### config.mk
export PLATFORM = sky130hd
export DESIGN_NAME = soft_error_monitor
export DESIGN_NICKNAME = d
export VERILOG_FILES = /design/src/rtl/soft_err_pkg.sv /design/src/rtl/soft_err_compare.sv /design/src/rtl/soft_error_monitor.sv
export SDC_FILE = /design/constraint.sdc
export NUM_CORES = 1
export LEC_CHECK = 0
export ABC_CLOCK_PERIOD_IN_PS = 8600
export CAP_MARGIN = 0
export CORE_ASPECT_RATIO = 0.75
export CORE_UTILIZATION = 25
export DETAILED_ROUTE_END_ITERATION = 10
export HOLD_SLACK_MARGIN = 0.02
export PLACE_DENSITY = 0.43
export SLEW_MARGIN = 20
export SYNTH_ARGS = -nofsm -noshare
export SYNTH_HDL_FRONTEND = slang
export SYNTH_SLANG_ARGS = --single-unit
export TNS_END_PERCENT = 100
### constraint.sdc
create_clock -name clk -period 8.6 [get_ports clk]
set_input_delay 1.72 -clock clk [delete_from_list [all_inputs] [get_ports clk]]
set_output_delay 1.72 -clock clk [all_outputs]
set_load 0.02 [all_outputs]
### src/rtl/soft_err_pkg.sv
// soft_err_pkg: shared FSM state type, channel indices and default channel count
package soft_err_pkg;
   typedef enum logic [2:0] {S_IDLE, S_LOAD, S_COMPARE, S_UPDATE, S_DONE} state_t;
   localparam int NUM_CHAN_DEF     = 3;
   localparam int CH_DATA_CORRUPT  = 0;
   localparam int CH_UNKNOWN_TTC   = 1;
   localparam int CH_DDR3_OVERFLOW = 2;
endpackage

### src/rtl/soft_err_compare.sv
// soft_err_compare: registered trip/warn decision for one snapshot count/threshold pair
module soft_err_compare #(
   parameter int CNT_WIDTH  = 32,
   parameter int WARN_SHIFT = 2
) (
   input  logic                 clk,
   input  logic                 reset_n,
   input  logic [CNT_WIDTH-1:0] count,
   input  logic [CNT_WIDTH-1:0] thres,
   output logic                 trip,
   output logic                 warn
);
   logic trip_d, trip_q, warn_d, warn_q;
   always_comb begin
      trip_d = (thres != '0) && (count >= thres);
      warn_d = (thres != '0) && (count >= thres - (thres >> WARN_SHIFT));
   end
   always_ff @(posedge clk or negedge reset_n) begin
      if (!reset_n) begin
         trip_q <= 1'b0;
         warn_q <= 1'b0;
      end else begin
         trip_q <= trip_d;
         warn_q <= warn_d;
      end
   end
   assign trip = trip_q;
   assign warn = warn_q;
endmodule

### src/rtl/soft_error_monitor.sv
// soft_error_monitor: scans soft-error counters against thresholds, raising sticky errors and warnings
module soft_error_monitor
   import soft_err_pkg::*;
#(
   parameter int NUM_CHAN   = NUM_CHAN_DEF,
   parameter int CNT_WIDTH  = 32,
   parameter int WARN_SHIFT = 2
) (
   input  logic                          clk,
   input  logic                          reset_n,
   input  logic                          enable,
   input  logic                          clear_errors,
   input  logic [NUM_CHAN*CNT_WIDTH-1:0] thres_vec,
   input  logic [NUM_CHAN*CNT_WIDTH-1:0] count_vec,
   output logic [NUM_CHAN-1:0]           error_out,
   output logic [NUM_CHAN-1:0]           warning_out,
   output logic                          first_err_valid,
   output logic [$clog2(NUM_CHAN)-1:0]   first_err_chan,
   output logic                          scan_done,
   output logic [$clog2(NUM_CHAN)-1:0]   scan_index
);
   localparam int IW = $clog2(NUM_CHAN);
   state_t state_d, state_q;
   logic [IW-1:0] idx_d, idx_q, fc_d, fc_q;
   logic [CNT_WIDTH-1:0] cnt_d, cnt_q, thr_d, thr_q;
   logic [NUM_CHAN-1:0] err_d, err_q, warn_d, warn_q;
   logic fv_d, fv_q, done_d, done_q, trip, warn;
   soft_err_compare #(.CNT_WIDTH(CNT_WIDTH), .WARN_SHIFT(WARN_SHIFT)) u_cmp (
      .clk(clk), .reset_n(reset_n), .count(cnt_q), .thres(thr_q), .trip(trip), .warn(warn)
   );
   always_comb begin
      state_d = state_q;
      idx_d   = idx_q;
      cnt_d   = cnt_q;
      thr_d   = thr_q;
      warn_d  = warn_q;
      err_d   = clear_errors ? '0 : err_q;
      fv_d    = clear_errors ? 1'b0 : fv_q;
      fc_d    = clear_errors ? '0 : fc_q;
      case (state_q)
         S_IDLE: if (enable) begin
            state_d = S_LOAD;
            idx_d   = '0;
         end
         S_LOAD: begin
            cnt_d   = count_vec[idx_q*CNT_WIDTH +: CNT_WIDTH];
            thr_d   = thres_vec[idx_q*CNT_WIDTH +: CNT_WIDTH];
            state_d = S_COMPARE;
         end
         S_COMPARE: state_d = S_UPDATE;
         S_UPDATE: begin
            err_d[idx_q]  = err_d[idx_q] | trip;
            warn_d[idx_q] = warn;
            // a trip in the same cycle as a clear still becomes the first error
            if (trip && !fv_d) begin
               fv_d = 1'b1;
               fc_d = idx_q;
            end
            if (!enable) state_d = S_IDLE;
            else if (idx_q == IW'(NUM_CHAN-1)) state_d = S_DONE;
            else begin
               idx_d   = idx_q + IW'(1);
               state_d = S_LOAD;
            end
         end
         S_DONE: begin
            state_d = enable ? S_LOAD : S_IDLE;
            idx_d   = '0;
         end
         default: state_d = S_IDLE;
      endcase
      done_d = (state_d == S_DONE);
   end
   always_ff @(posedge clk or negedge reset_n) begin
      if (!reset_n) begin
         state_q <= S_IDLE;
         idx_q   <= '0;
         cnt_q   <= '0;
         thr_q   <= '0;
         err_q   <= '0;
         warn_q  <= '0;
         fv_q    <= 1'b0;
         fc_q    <= '0;
         done_q  <= 1'b0;
      end else begin
         state_q <= state_d;
         idx_q   <= idx_d;
         cnt_q   <= cnt_d;
         thr_q   <= thr_d;
         err_q   <= err_d;
         warn_q  <= warn_d;
         fv_q    <= fv_d;
         fc_q    <= fc_d;
         done_q  <= done_d;
      end
   end
   assign error_out       = err_q;
   assign warning_out     = warn_q;
   assign first_err_valid = fv_q;
   assign first_err_chan  = fc_q;
   assign scan_done       = done_q;
   assign scan_index      = idx_q;
endmodule

==> Implementation_results.wiki <==
{| class="wikitable"
! Metric !! Value
|-
| Total nets after synthesis || approximately 1200
|-
| Detailed-routing iteration count for the pre-antenna-repair pass || 5
|-
| Clock latency reported for the late side of the worst-skew pair || about 350 ps
|-
| GRT Max-Usage Layer || met1
|-
| Syn. warnings || 0
|-
| Syn Std Cell Area || approximately 7600 um^2
|-
| Worst slack at placement || 4749 ps
|-
| Minimum clock period after layout || about 3900 ps
|-
| PD cells || between 400 and 500 nW/um^2
|-
| Type of the worst setup path || reg2reg
|-
| Num ports || 208
|-
| Unrepaired setup endpoints after global routing || false
|-
| Antenna violations before repair || 0
|-
| Number of synthesized flops with an enable pin || 0
|-
| Status || completed
|-
| Post-route clock period utilization || a little under half
|-
| Port-buffer cells || slightly above 200
|-
| DR WL/cell || 17.44 um
|-
| Gate count of the mapped netlist || between 900 and 1000
|-
| Count of unresolved DRC violations after routing || 0
|-
| Largest area contributor in the netlist || sky130_fd_sc_hd__dfrtp_1
|-
| Master of the slowest instance on the critical path || sky130_fd_sc_hd__a2111oi_0
|-
| Number of different library cells in the post-synthesis netlist || between 50 and 60
|-
| Hold-fix buffer count after cts || 0
|-
| Maximum number of pins on one net before global-route repair || 75
|-
| Highest clock rate || between 200 and 300 MHz
|-
| Met3 track demand over resource in global routing || under 10%
|-
| Most instantiated cells after synthesis || sky130_fd_sc_hd__a21oi_1 (181), sky130_fd_sc_hd__nor2_1 (156), sky130_fd_sc_hd__ha_1 (97)
|-
| Slew HR || 40.26%
|-
| Sink Count || between 80 and 90
|-
| CTS tree || built
|-
| Switching share of power || 52.81%
|-
| Antenna-violating nets left || 0
|-
| Critical Path Start Type || flip-flop
|-
| Global-route wire length before repair || 41620 um
|-
| Synth Flop Type || sky130_fd_sc_hd__dfrtp_1
|-
| Die footprint || between 30000 and 40000 um^2
|-
| Net total in the final layout || roughly 1400
|-
| Share of power burned in registers || between 15 and 20%
|-
| Switching power || 2.560 mW
|-
| Final setup margin || ~4700 ps
|-
| Post-route clock skew || roughly 9.5 ps
|-
| P&R area growth vs syn || 35.88%
|-
| Cts repair resizes || 0
|-
| Top-area cell type share of the netlist area || a little over a quarter
|-
| Non-Filler Instances || about 1500
|-
| Total congestion overflow after global routing || 0
|-
| Least-Margin Pin Slew || roughly 900 ps
|-
| Number of buffers added by the clock tree synthesis step || 9
|-
| Required time of the critical path || 8870 ps
|-
| Via count || approximately 7400
|-
| Final antenna diode count || 0
|-
| Average size of a mapped cell || 8.009 um^2
|-
| Library cell appearing most often on the critical path || sky130_fd_sc_hd__a21oi_1
|-
| Final routed wirelength across all metal layers || about 27000 um
|-
| Biggest area contributors in the synthesized netlist || sky130_fd_sc_hd__dfrtp_1 (27%), sky130_fd_sc_hd__ha_1 (16%), sky130_fd_sc_hd__a21oi_1 (12%)
|-
| Routability cong. || ~0.94
|-
| Vias in the first global route || between 7000 and 8000
|-
| Maximum vdd ir drop || 131.0 uV
|-
| Dpl cells || 1509
|-
| Post-route cell area || 10340 um^2
|-
| Arr. time, crit path || about 4200 ps
|-
| Clock network fraction of total power || 8.1%
|-
| Hpwl dp || approximately 22000 um
|-
| Combinational share of power || about three quarters
|-
| Leakage component of the power || roughly 4.4 nW
|-
| Hold Vio Cnt, Final || 0
|-
| Core Box Area || roughly 30000 um^2
|-
| Die Height || 153.1 um
|-
| Post CTS Setup Buffer Count || 0
|-
| Clock-pin transition on the worst setup and hold timing paths || around 70 ps
|-
| Post-placement cell area || approximately 10000 um^2
|-
| Total power || just under 5 mW
|-
| Final-layout worst hold slack || just over 500 ps
|-
| Number of slew-limit violations in the final report || 0
|-
| Setup TNS || 0 ps
|-
| GRT met1 Usage || between 20% and 30%
|-
| Critical path's largest stage delay || between 500 and 600 ps
|-
| Share of synthesized flip-flops with an asynchronous set or reset || between 90% and 100%
|-
| Standard-cell row count || 54
|-
| Type of the worst min-delay path || reg2reg
|-
| Count leader, synth || sky130_fd_sc_hd__a21oi_1
|-
| All-layer global routing usage || between 10% and 20%
|-
| Max H-tree Level || 3
|-
| Filler Cell Count || just over 3000
|-
| GR Layer Usage met2 || between 20% and 30%
|-
| Sequential-to-total area share from yosys stat || 26.64%
|-
| Critical-path cell list || inv_1 > ha_1 > a21oi_1 > o21bai_1 > a2111oi_0 > o211a_1 > a21oi_1 > xnor2_1 > ha_1 > nand4_1 > a2111oi_0 > o31ai_1 > a21oi_1
|-
| Total of max-cap violations || 0
|-
| Final Core Density || between 30% and 40%
|-
| Critical Path Fanout Max || 7
|-
| Register cell area after layout || ~2000 um^2
|-
| Finish-stage setup viols || 0
|-
| Buffer levels on the longest clock path || 2
|-
| Cell at the root of the clock tree || sky130_fd_sc_hd__clkbuf_16
|-
| Critical Path Sink Type || flip-flop
|-
| FF+latch count, synth || 81
|-
| Starting utilization of the core area || 25.77%
|-
| Share of cells above drive strength 1 || between 3 and 4%
|-
| DRC violation total after the first TritonRoute iteration || around 500
|-
| Routed vias/inst || around 4.9
|-
| Internal power contribution || between 2 and 2.5 mW
|-
| Area of the multi-input gates || around 5200 um^2
|-
| Die extent in x || around 200 um
|}
-- placed cells by master (no fill, tap or decap), types with 3 or more instances in the layout --
cell type                           n
sky130_fd_sc_hd__o21ai_0           22
sky130_fd_sc_hd__nor4_1            10
sky130_fd_sc_hd__or2_2              3
sky130_fd_sc_hd__o211ai_1           3
sky130_fd_sc_hd__a211oi_1           7
sky130_fd_sc_hd__xnor2_1           14
sky130_fd_sc_hd__mux2_2             3
sky130_fd_sc_hd__nand2b_1           4
sky130_fd_sc_hd__o21ai_1            8
sky130_fd_sc_hd__xor2_1            12
sky130_fd_sc_hd__nor3_1            13
sky130_fd_sc_hd__ha_1              97
sky130_fd_sc_hd__a31oi_1            4
sky130_fd_sc_hd__a2111oi_0          3
sky130_fd_sc_hd__mux2i_1           66
sky130_fd_sc_hd__clkdlybuf4s50_1  206
sky130_fd_sc_hd__nor2b_1            4
sky130_fd_sc_hd__a21oi_1          181
sky130_fd_sc_hd__nand4_1           20
sky130_fd_sc_hd__or3_1              4
sky130_fd_sc_hd__a32o_1             3
sky130_fd_sc_hd__nor2_1           155
sky130_fd_sc_hd__dfrtp_1           79
sky130_fd_sc_hd__nand3_1           13
sky130_fd_sc_hd__buf_4              7
sky130_fd_sc_hd__a21o_1            31
sky130_fd_sc_hd__nor3b_1            3
sky130_fd_sc_hd__and4_1             6
sky130_fd_sc_hd__nand2_1           41
sky130_fd_sc_hd__inv_1             51
sky130_fd_sc_hd__clkbuf_16          9
sky130_fd_sc_hd__a21oi_2            3
-- flip-flops by register name (all words and copies together), names as in the netlist, 2 cells and up --
name            flops
cnt_q              32
error_out           3
first_err_chan      2
scan_index          2
state_q             3
thr_q              32
warning_out         3
-- logic make-up (layout without fill, tap and decap cells) --
| group | count (synthesis) | count (layout) | share of synthesized area, % |
|---|---|---|---|
| mux | 69 | 69 | 9.127 |
| buf+inv | 97 | 280 | 4.999 |
| fa+ha+maj | 98 | 98 | 16.21 |
| xor+xnor | 26 | 26 | 2.993 |
| simple gates | 284 | 284 | 16.87 |
| flops | 81 | 81 | 26.64 |
| compound gates | 295 | 295 | 23.15 |
-- metal layers --
layer  up-vias  wire length [um]
li1       3787                 -
met1      3421             15020
met2       210              9778
met3        16              1580
met4         0               218
met5         -                 0
-- worst max-delay path, delay by kind of cell, from the launching register on --
| kind | cells | cell delay (ps) |
|---|---|---|
| buffers and inverters | 1 | 90 |
| AO/OA/AOI/OAI | 8 | 2280 |
| XOR/XNOR | 1 | 180 |
| adder cells (fa/ha/maj) | 2 | 710 |
| AND/OR/NAND/NOR | 1 | 160 |
| flip-flops | 1 | 410 |
-- cell type report --
| class | count | area share (%) |
|---|---|---|
| multi-input combinational | 772 | 50.43 |
| timing repair buffer | 213 | 20.45 |
| sequential | 81 | 19.65 |
| tap | 392 | 4.744 |
| clock buffer | 9 | 2.178 |
| inverter | 51 | 1.852 |
| clock inverter | 7 | 0.6898 |
-- path summary, 6_finish.rpt --
check,start,endpoint,slack (ps),depth (start not counted)
max in group asynchronous,reset_n,scan_index[1],6170,2
min in group asynchronous,reset_n,cnt_q[2],1260,1
min,state_q[2],state_q[1],500,1
min reg2reg,state_q[2],state_q[1],500,1
max,thr_q[24],u_cmp.warn,4690,13
max reg2reg,thr_q[24],u_cmp.warn,4690,13
-- power by group through the flow --
stage          sequential (mW)  combinational, mW  clock (mW)
2_1_floorplan            0.725               2.66           0
3_3_place_gp             0.856               3.60           0
3_5_place_dp             0.855               3.55           0
4_1_cts                  0.851               3.58       0.402
5_1_grt                  0.879               4.06       0.421
6_report                 0.851               3.60       0.392
Note: power is estimated with default switching activity, not from simulation.
